[src/rtl/fp_mul_mant_norm_if.sv]
//------------------------------------------------------------------------------
// Module      : fp_mul_mant_norm_if
// Description : Operand/result handshake bundle for the FP multiply mantissa
//               normalize stage.
// Revision    : 1.0 - initial release
//------------------------------------------------------------------------------
`default_nettype none

interface fp_mul_mant_norm_if #(
   parameter int MANT_W = 23,
   parameter int EXP_W  = 8
);
   logic                      in_valid;
   logic                      in_ready;
   logic                      sign_a;
   logic                      sign_b;
   logic [MANT_W-1:0]         mant_a;
   logic [MANT_W-1:0]         mant_b;
   logic [EXP_W-1:0]          exp_sum;
   logic                      exp_ovf;
   logic                      exp_unf;
   logic                      op_zero;
   logic                      out_valid;
   logic                      out_ready;
   logic [MANT_W+EXP_W:0]     result;
   logic                      flag_ovf;
   logic                      flag_unf;
   logic                      flag_inexact;

   modport master (
      output in_valid, sign_a, sign_b, mant_a, mant_b, exp_sum,
             exp_ovf, exp_unf, op_zero, out_ready,
      input  in_ready, out_valid, result, flag_ovf, flag_unf, flag_inexact
   );

   modport slave (
      input  in_valid, sign_a, sign_b, mant_a, mant_b, exp_sum,
             exp_ovf, exp_unf, op_zero, out_ready,
      output in_ready, out_valid, result, flag_ovf, flag_unf, flag_inexact
   );
endinterface

`default_nettype wire

[src/rtl/fp_mul_mant_norm.sv]
//------------------------------------------------------------------------------
// Module      : fp_mul_mant_norm
// Description : Iterative shift-add mantissa multiply, normalize and RNE round
//               for the binary32 multiply path; subnormals flush to zero.
// Revision    : 1.0 - initial release
//------------------------------------------------------------------------------
`default_nettype none

module fp_mul_mant_norm #(
   parameter int MANT_W = 23,
   parameter int EXP_W  = 8
) (
   input  wire logic          CLK,
   input  wire logic          nRST,
   fp_mul_mant_norm_if.slave  bus
);

   localparam int SIG_W  = MANT_W + 1;
   localparam int PROD_W = 2 * SIG_W;
   localparam int CNT_W  = $clog2(SIG_W);
   localparam int SE_W   = EXP_W + 2;
   localparam int RES_W  = 1 + EXP_W + MANT_W;
   localparam int FS_W   = MANT_W + 1;

   localparam logic [CNT_W-1:0]        LAST_CNT = CNT_W'(SIG_W - 1);
   localparam logic signed [SE_W-1:0]  E_MAX    = SE_W'((1 << EXP_W) - 1);
   localparam logic signed [SE_W-1:0]  E_MIN    = '0;

   typedef enum logic [1:0] {
      S_IDLE = 2'd0,
      S_MUL  = 2'd1,
      S_NORM = 2'd2,
      S_DONE = 2'd3
   } state_t;

   state_t                  state_q,     state_d;
   logic                    s_q,         s_d;
   logic                    zero_q,      zero_d;
   logic [SIG_W-1:0]        ma_q,        ma_d;
   logic [SIG_W-1:0]        mb_q,        mb_d;
   logic signed [SE_W-1:0]  e0_q,        e0_d;
   logic [PROD_W-1:0]       p_q,         p_d;
   logic [CNT_W-1:0]        cnt_q,       cnt_d;
   logic [RES_W-1:0]        result_q,    result_d;
   logic                    ovf_q,       ovf_d;
   logic                    unf_q,       unf_d;
   logic                    inex_q,      inex_d;
   logic                    out_valid_q, out_valid_d;

   logic                    p_msb;
   logic [MANT_W-1:0]       frac_raw;
   logic                    guard;
   logic                    sticky;
   logic                    round_up;
   logic [FS_W-1:0]         frac_sum;
   logic signed [SE_W-1:0]  e_base;
   logic signed [SE_W-1:0]  e_fin;
   logic [RES_W-1:0]        norm_result;
   logic                    norm_ovf;
   logic                    norm_unf;
   logic                    norm_inex;

   // Normalize/round datapath; only consumed while in NORM.
   always_comb begin
      p_msb = p_q[PROD_W-1];
      if (p_msb) begin
         frac_raw = p_q[PROD_W-2 -: MANT_W];
         guard    = p_q[PROD_W-2-MANT_W];
         sticky   = |p_q[PROD_W-3-MANT_W:0];
         e_base   = e0_q + SE_W'(2);
      end else begin
         frac_raw = p_q[PROD_W-3 -: MANT_W];
         guard    = p_q[PROD_W-3-MANT_W];
         sticky   = |p_q[PROD_W-4-MANT_W:0];
         e_base   = e0_q + SE_W'(1);
      end
      round_up = guard & (sticky | frac_raw[0]);
      frac_sum = {1'b0, frac_raw} + FS_W'(round_up);
      // A carry out leaves the low bits at zero, which is exactly 1.0 x 2^(E+1).
      e_fin    = e_base + SE_W'(frac_sum[MANT_W]);

      norm_result = {s_q, e_fin[EXP_W-1:0], frac_sum[MANT_W-1:0]};
      norm_ovf    = 1'b0;
      norm_unf    = 1'b0;
      norm_inex   = guard | sticky;
      if (zero_q) begin
         norm_result = {s_q, {(EXP_W+MANT_W){1'b0}}};
         norm_inex   = 1'b0;
      end else if (e_fin >= E_MAX) begin
         norm_result = {s_q, {EXP_W{1'b1}}, {MANT_W{1'b0}}};
         norm_ovf    = 1'b1;
         norm_inex   = 1'b1;
      end else if (e_fin <= E_MIN) begin
         norm_result = {s_q, {(EXP_W+MANT_W){1'b0}}};
         norm_unf    = 1'b1;
         norm_inex   = 1'b1;
      end
   end

   always_comb begin
      state_d  = state_q;
      s_d      = s_q;
      zero_d   = zero_q;
      ma_d     = ma_q;
      mb_d     = mb_q;
      e0_d     = e0_q;
      p_d      = p_q;
      cnt_d    = cnt_q;
      result_d = result_q;
      ovf_d    = ovf_q;
      unf_d    = unf_q;
      inex_d   = inex_q;

      case (state_q)
         S_IDLE: begin
            if (bus.in_valid) begin
               s_d    = bus.sign_a ^ bus.sign_b;
               zero_d = bus.op_zero;
               ma_d   = {1'b1, bus.mant_a};
               mb_d   = {1'b1, bus.mant_b};
               if (bus.exp_unf)
                  e0_d = {2'b11, bus.exp_sum};
               else if (bus.exp_ovf)
                  e0_d = {2'b01, bus.exp_sum};
               else
                  e0_d = {2'b00, bus.exp_sum};
               p_d     = '0;
               cnt_d   = '0;
               state_d = S_MUL;
            end
         end
         S_MUL: begin
            if (mb_q[cnt_q])
               p_d = p_q + ({{SIG_W{1'b0}}, ma_q} << cnt_q);
            cnt_d = cnt_q + CNT_W'(1);
            if (cnt_q == LAST_CNT)
               state_d = S_NORM;
         end
         S_NORM: begin
            result_d = norm_result;
            ovf_d    = norm_ovf;
            unf_d    = norm_unf;
            inex_d   = norm_inex;
            state_d  = S_DONE;
         end
         S_DONE: begin
            if (bus.out_ready)
               state_d = S_IDLE;
         end
         default: state_d = S_IDLE;
      endcase

      out_valid_d = (state_d == S_DONE);
   end

   always_ff @(posedge CLK or negedge nRST) begin
      if (!nRST) begin
         state_q     <= S_IDLE;
         s_q         <= 1'b0;
         zero_q      <= 1'b0;
         ma_q        <= '0;
         mb_q        <= '0;
         e0_q        <= '0;
         p_q         <= '0;
         cnt_q       <= '0;
         result_q    <= '0;
         ovf_q       <= 1'b0;
         unf_q       <= 1'b0;
         inex_q      <= 1'b0;
         out_valid_q <= 1'b0;
      end else begin
         state_q     <= state_d;
         s_q         <= s_d;
         zero_q      <= zero_d;
         ma_q        <= ma_d;
         mb_q        <= mb_d;
         e0_q        <= e0_d;
         p_q         <= p_d;
         cnt_q       <= cnt_d;
         result_q    <= result_d;
         ovf_q       <= ovf_d;
         unf_q       <= unf_d;
         inex_q      <= inex_d;
         out_valid_q <= out_valid_d;
      end
   end

   assign bus.in_ready     = (state_q == S_IDLE);
   assign bus.out_valid    = out_valid_q;
   assign bus.result       = result_q;
   assign bus.flag_ovf     = ovf_q;
   assign bus.flag_unf     = unf_q;
   assign bus.flag_inexact = inex_q;

endmodule

`default_nettype wire
[src/flat_wrapper.sv]
// flat-port wrapper written by rule: the top's interface ports become plain ports
module fp_mul_mant_norm_flat 
#(
   parameter int MANT_W = 23,
   parameter int EXP_W  = 8
)
  (CLK, nRST, bus_in_valid, bus_sign_a, bus_sign_b, bus_mant_a, bus_mant_b, bus_exp_sum, bus_exp_ovf, bus_exp_unf, bus_op_zero, bus_out_ready, bus_in_ready, bus_out_valid, bus_result, bus_flag_ovf, bus_flag_unf, bus_flag_inexact);
  fp_mul_mant_norm_if #(.MANT_W(MANT_W), .EXP_W(EXP_W)) bus_i ();
  input  wire logic CLK;
  input  wire logic nRST;
  input wire logic [$bits(bus_i.in_valid)-1:0] bus_in_valid;
  input wire logic [$bits(bus_i.sign_a)-1:0] bus_sign_a;
  input wire logic [$bits(bus_i.sign_b)-1:0] bus_sign_b;
  input wire logic [$bits(bus_i.mant_a)-1:0] bus_mant_a;
  input wire logic [$bits(bus_i.mant_b)-1:0] bus_mant_b;
  input wire logic [$bits(bus_i.exp_sum)-1:0] bus_exp_sum;
  input wire logic [$bits(bus_i.exp_ovf)-1:0] bus_exp_ovf;
  input wire logic [$bits(bus_i.exp_unf)-1:0] bus_exp_unf;
  input wire logic [$bits(bus_i.op_zero)-1:0] bus_op_zero;
  input wire logic [$bits(bus_i.out_ready)-1:0] bus_out_ready;
  output wire logic [$bits(bus_i.in_ready)-1:0] bus_in_ready;
  output wire logic [$bits(bus_i.out_valid)-1:0] bus_out_valid;
  output wire logic [$bits(bus_i.result)-1:0] bus_result;
  output wire logic [$bits(bus_i.flag_ovf)-1:0] bus_flag_ovf;
  output wire logic [$bits(bus_i.flag_unf)-1:0] bus_flag_unf;
  output wire logic [$bits(bus_i.flag_inexact)-1:0] bus_flag_inexact;
  assign bus_i.in_valid = bus_in_valid;
  assign bus_i.sign_a = bus_sign_a;
  assign bus_i.sign_b = bus_sign_b;
  assign bus_i.mant_a = bus_mant_a;
  assign bus_i.mant_b = bus_mant_b;
  assign bus_i.exp_sum = bus_exp_sum;
  assign bus_i.exp_ovf = bus_exp_ovf;
  assign bus_i.exp_unf = bus_exp_unf;
  assign bus_i.op_zero = bus_op_zero;
  assign bus_i.out_ready = bus_out_ready;
  assign bus_in_ready = bus_i.in_ready;
  assign bus_out_valid = bus_i.out_valid;
  assign bus_result = bus_i.result;
  assign bus_flag_ovf = bus_i.flag_ovf;
  assign bus_flag_unf = bus_i.flag_unf;
  assign bus_flag_inexact = bus_i.flag_inexact;
  fp_mul_mant_norm #(.MANT_W(MANT_W), .EXP_W(EXP_W)) u_core (.CLK(CLK), .nRST(nRST), .bus(bus_i));
endmodule
[config.mk]
export PLATFORM = sky130hd
export DESIGN_NAME = fp_mul_mant_norm_flat
export DESIGN_NICKNAME = d
export VERILOG_FILES = /design/src/rtl/fp_mul_mant_norm_if.sv /design/src/rtl/fp_mul_mant_norm.sv /design/src/flat_wrapper.sv
export SDC_FILE = /design/constraint.sdc
export NUM_CORES = 1
export LEC_CHECK = 0
export CORE_UTILIZATION = 40
export CTS_CLUSTER_DIAMETER = 30
export DETAILED_ROUTE_END_ITERATION = 6
export DONT_BUFFER_PORTS = 1
export PLACE_DENSITY_LB_ADDON = 0.05
export SETUP_SLACK_MARGIN = 0.4
export SLEW_MARGIN = 20
export SYNTH_ARGS = -nofsm -noshare
export SYNTH_HDL_FRONTEND = slang
export SYNTH_SLANG_ARGS = --single-unit
[constraint.sdc]
create_clock -name CLK -period 7.65 [get_ports CLK]
set_clock_uncertainty 0.2 [all_clocks]
set_input_delay 0.765 -clock CLK [delete_from_list [all_inputs] [get_ports CLK]]
set_output_delay 0.765 -clock CLK [all_outputs]
set_load 0.01 [all_outputs]
==> qor.csv <==
stage;metric;value;unit
outcome;status;complete, no violations;
clock_network;CTS root buf;clkbuf_16;
synthesis;mapped cell area;0.0113;mm2
finish;# fillers;2841;
die;core area;0.0277;mm2
sta;Final min period;5.60;ns
drt;DRC violations left;0;
drt;DRT antenna net count;0;
synthesis;predominant post-synthesis flop cell;dfrtp_1;
place;PortBufs;0;
place;Placer Congestion;0.860;
finish;share of cells above drive strength 1;0.0748;
setup_path;crit end category;flip-flop;
setup_path;crit path kind;flip-flop to flip-flop;
clock_network;clock slew at reported path FFs;0.08;ns
global_route;grt ovf;0;
sta;f_max;179;MHz
min_path;Hold WC Path Type;input pin to asynchronous set/reset pin;
setup_path;crit path max fanout;25;
sta;worst slew pin tran;0.876;ns
synthesis;Synth Instances;1363;
finish;highest-count cells in the layout ignoring fill and taps;nand2_1, dfrtp_1, o21ai_0;
clock_network;clk_lat worst skew;0.44;ns
finish;final instance area;0.0121;mm2
synthesis;Ys Warns;0;
finish;most common cell after layout, fill and taps aside;nand2_1;
synthesis;syn nets;1480;
drt;1st-iter DRT viols;508;
setup_path;CP required;7.80;ns
clock_network;Num CTS Buffers;17;
drt;1st-pass router iterations;5;
drt;routed vias/inst;5.61;
clock_network;clock buffer depth;2;
drt;DR vias;9541;
die;Initial Util;0.406;
place;DP HPWL;23500;um
sta;Finish-stage setup viols;0;
global_route;gr usage total;0.230;
sta;TNS Setup;0;ns
sta;unrepaired setup endpoints after global routing;false;
run;max-cap viol count;0;
synthesis;Area contributors post-synth;dfrtp_1, nand2_1, ha_1, o21ai_0, mux2i_1;
global_route;first-pass GRT wire length;52000;um
synthesis;number of enable flip-flop cells after synthesis;0;
setup_path;critical path's slowest cell;dfrtp_2;
die;die height;170;um
die;Core Rows;61;
clock_network;H-tree Lvls;4;
setup_path;delay of the slowest critical-path stage;0.60;ns
global_route;vias in the first global route;9488;
die;io pins;100;
sta;worst rel slew slack;0.401;
clock_network;# hold bufs at CTS;1;
sta;period utilisation layout;0.732;
drt;final wirelength;32000;um
clock_network;CTS sink cnt;150;
die;Die Width;170;um
synthesis;Avg Cell Area, Syn;8.26;um2
global_route;largest net degree at the start of global routing;151;
die;die area;0.0288;mm2
place;placed instance count;1668;
clock_network;Post CTS Setup Buffer Count;0;
setup_path;CP Cell Sequence;buf_4 > mux4_2 > mux2i_1 > mux2_2 > nor2_1 > ha_1 > a2111oi_0 > o21ai_0 > a22oi_1 > o31ai_1 > a211oi_1 > o21ai_0 > a211oi_1 > o211ai_1 > o41a_1 > o21ai_1;
place;post-placement cell area;0.0115;mm2
synthesis;sequential share of the synthesized area;0.333;
sta;Hold Vio Cnt, Final;0;
finish;Layout area overhead;7.40;%
synthesis;Async SR Flop Fraction;1.00;
synthesis;post-synth cell types;72;
drt;Avg WL per Cell;18.8;um
clock_network;CTS tree;built;
sta;fin. max-slew vios;0;
synthesis;share of the synthesized area in the top cell type;0.333;
finish;post-route insts no fill;1701;
global_route;initial antenna violation count;0;
synthesis;leading area contributor after synthesis;dfrtp_1;
clock_network;post-cts resize count;0;
setup_path;Setup crit start kind;flip-flop;
finish;Nets;1427;
setup_path;crit path DAT;5.75;ns
synthesis;FF+latch count, synth;150;
finish;Util after Layout;0.436;
finish;n_diodes;0;
## synthesized netlist by cell type (all sizes together) (31+ instances only)
library cell	count
a21o	31
a21oi	73
dfrtp	150
clkbuf	65
nor2	75
o21ai	105
xnor2	44
nand2	312
mux2i	46
xor2	38
ha	53
## stage by stage
step / worst slack, ns / hold slack, ns
3_3_place_gp: 2.19 / 0.257
5_1_grt: 1.63 / 0.204
3_5_place_dp: 2.11 / 0.261
6_report: 2.05 / 0.129
2_1_floorplan: 2.71 / 0.240
4_1_cts: 2.08 / 0.174
## critical path, delay by kind of cell (launching register included)
kind | cells | cell delay [ns]
AOI/OAI and AO/OA | 10 | 2.86
muxes | 3 | 1.00
DFF | 1 | 0.60
buffers and inverters | 1 | 0.42
adders and majority gates | 1 | 0.38
and+or+nand+nor | 1 | 0.04
## per-layer routing
layer  vias to the layer above  global-route usage  share of wire
li1                       4734                   -              -
met1                      4591               0.316           0.49
met2                       182               0.374           0.46
met3                        34              0.0387          0.038
met4                         0              0.0572          0.016
met5                         -                   0              0
## cell families after synthesis
kind of cell	Yosys count	share of synthesized area
and+or+nand+nor	548	0.216
buffers and inverters	102	0.0369
DFF	150	0.333
adders and majority gates	54	0.0607
xor gates and xnor gates	82	0.0645
AOI/OAI and AO/OA	345	0.197
muxes	82	0.0912
## state kept, by name, indices dropped and copies added (netlist names), 2 cells and up
register	count
u_core.state_q	2
u_core.e0_q	10
u_core.mb_q	24
u_core.bus.result	32
u_core.ma_q	23
u_core.cnt_q	5
u_core.p_q	48
## cell type report
| class | count | area, um2 | area share |
|---|---|---|---|
| multi-input cells | 1111 | 7110 | 0.588 |
| flip-flops and latches | 150 | 3760 | 0.311 |
| well taps | 378 | 473 | 0.0391 |
| clock buffers | 17 | 425 | 0.0352 |
| clock inverters | 15 | 153 | 0.0126 |
| repair buffers | 12 | 110 | 0.00911 |
| inverters | 18 | 67.6 | 0.00559 |
## worst paths after layout
path                                  from         endpoint  slack [ns]  cells past startpoint
min                                   nRST    u_core.zero_q        0.13                      1
max in group asynchronous             nRST   u_core.p_q[12]        6.52                      1
max                        u_core.cnt_q[0]   u_core.p_q[35]        2.05                     16
min in group CLK             bus_mant_a[4]   u_core.ma_q[4]        0.23                      2
min reg2reg                u_core.mb_q[22]  u_core.mb_q[22]        0.28                      2
max reg2reg                u_core.cnt_q[0]   u_core.p_q[35]        2.05                     16
Power is not shown: default switching activity piles up to over one toggle a cycle in this logic, so the estimate is an artifact.
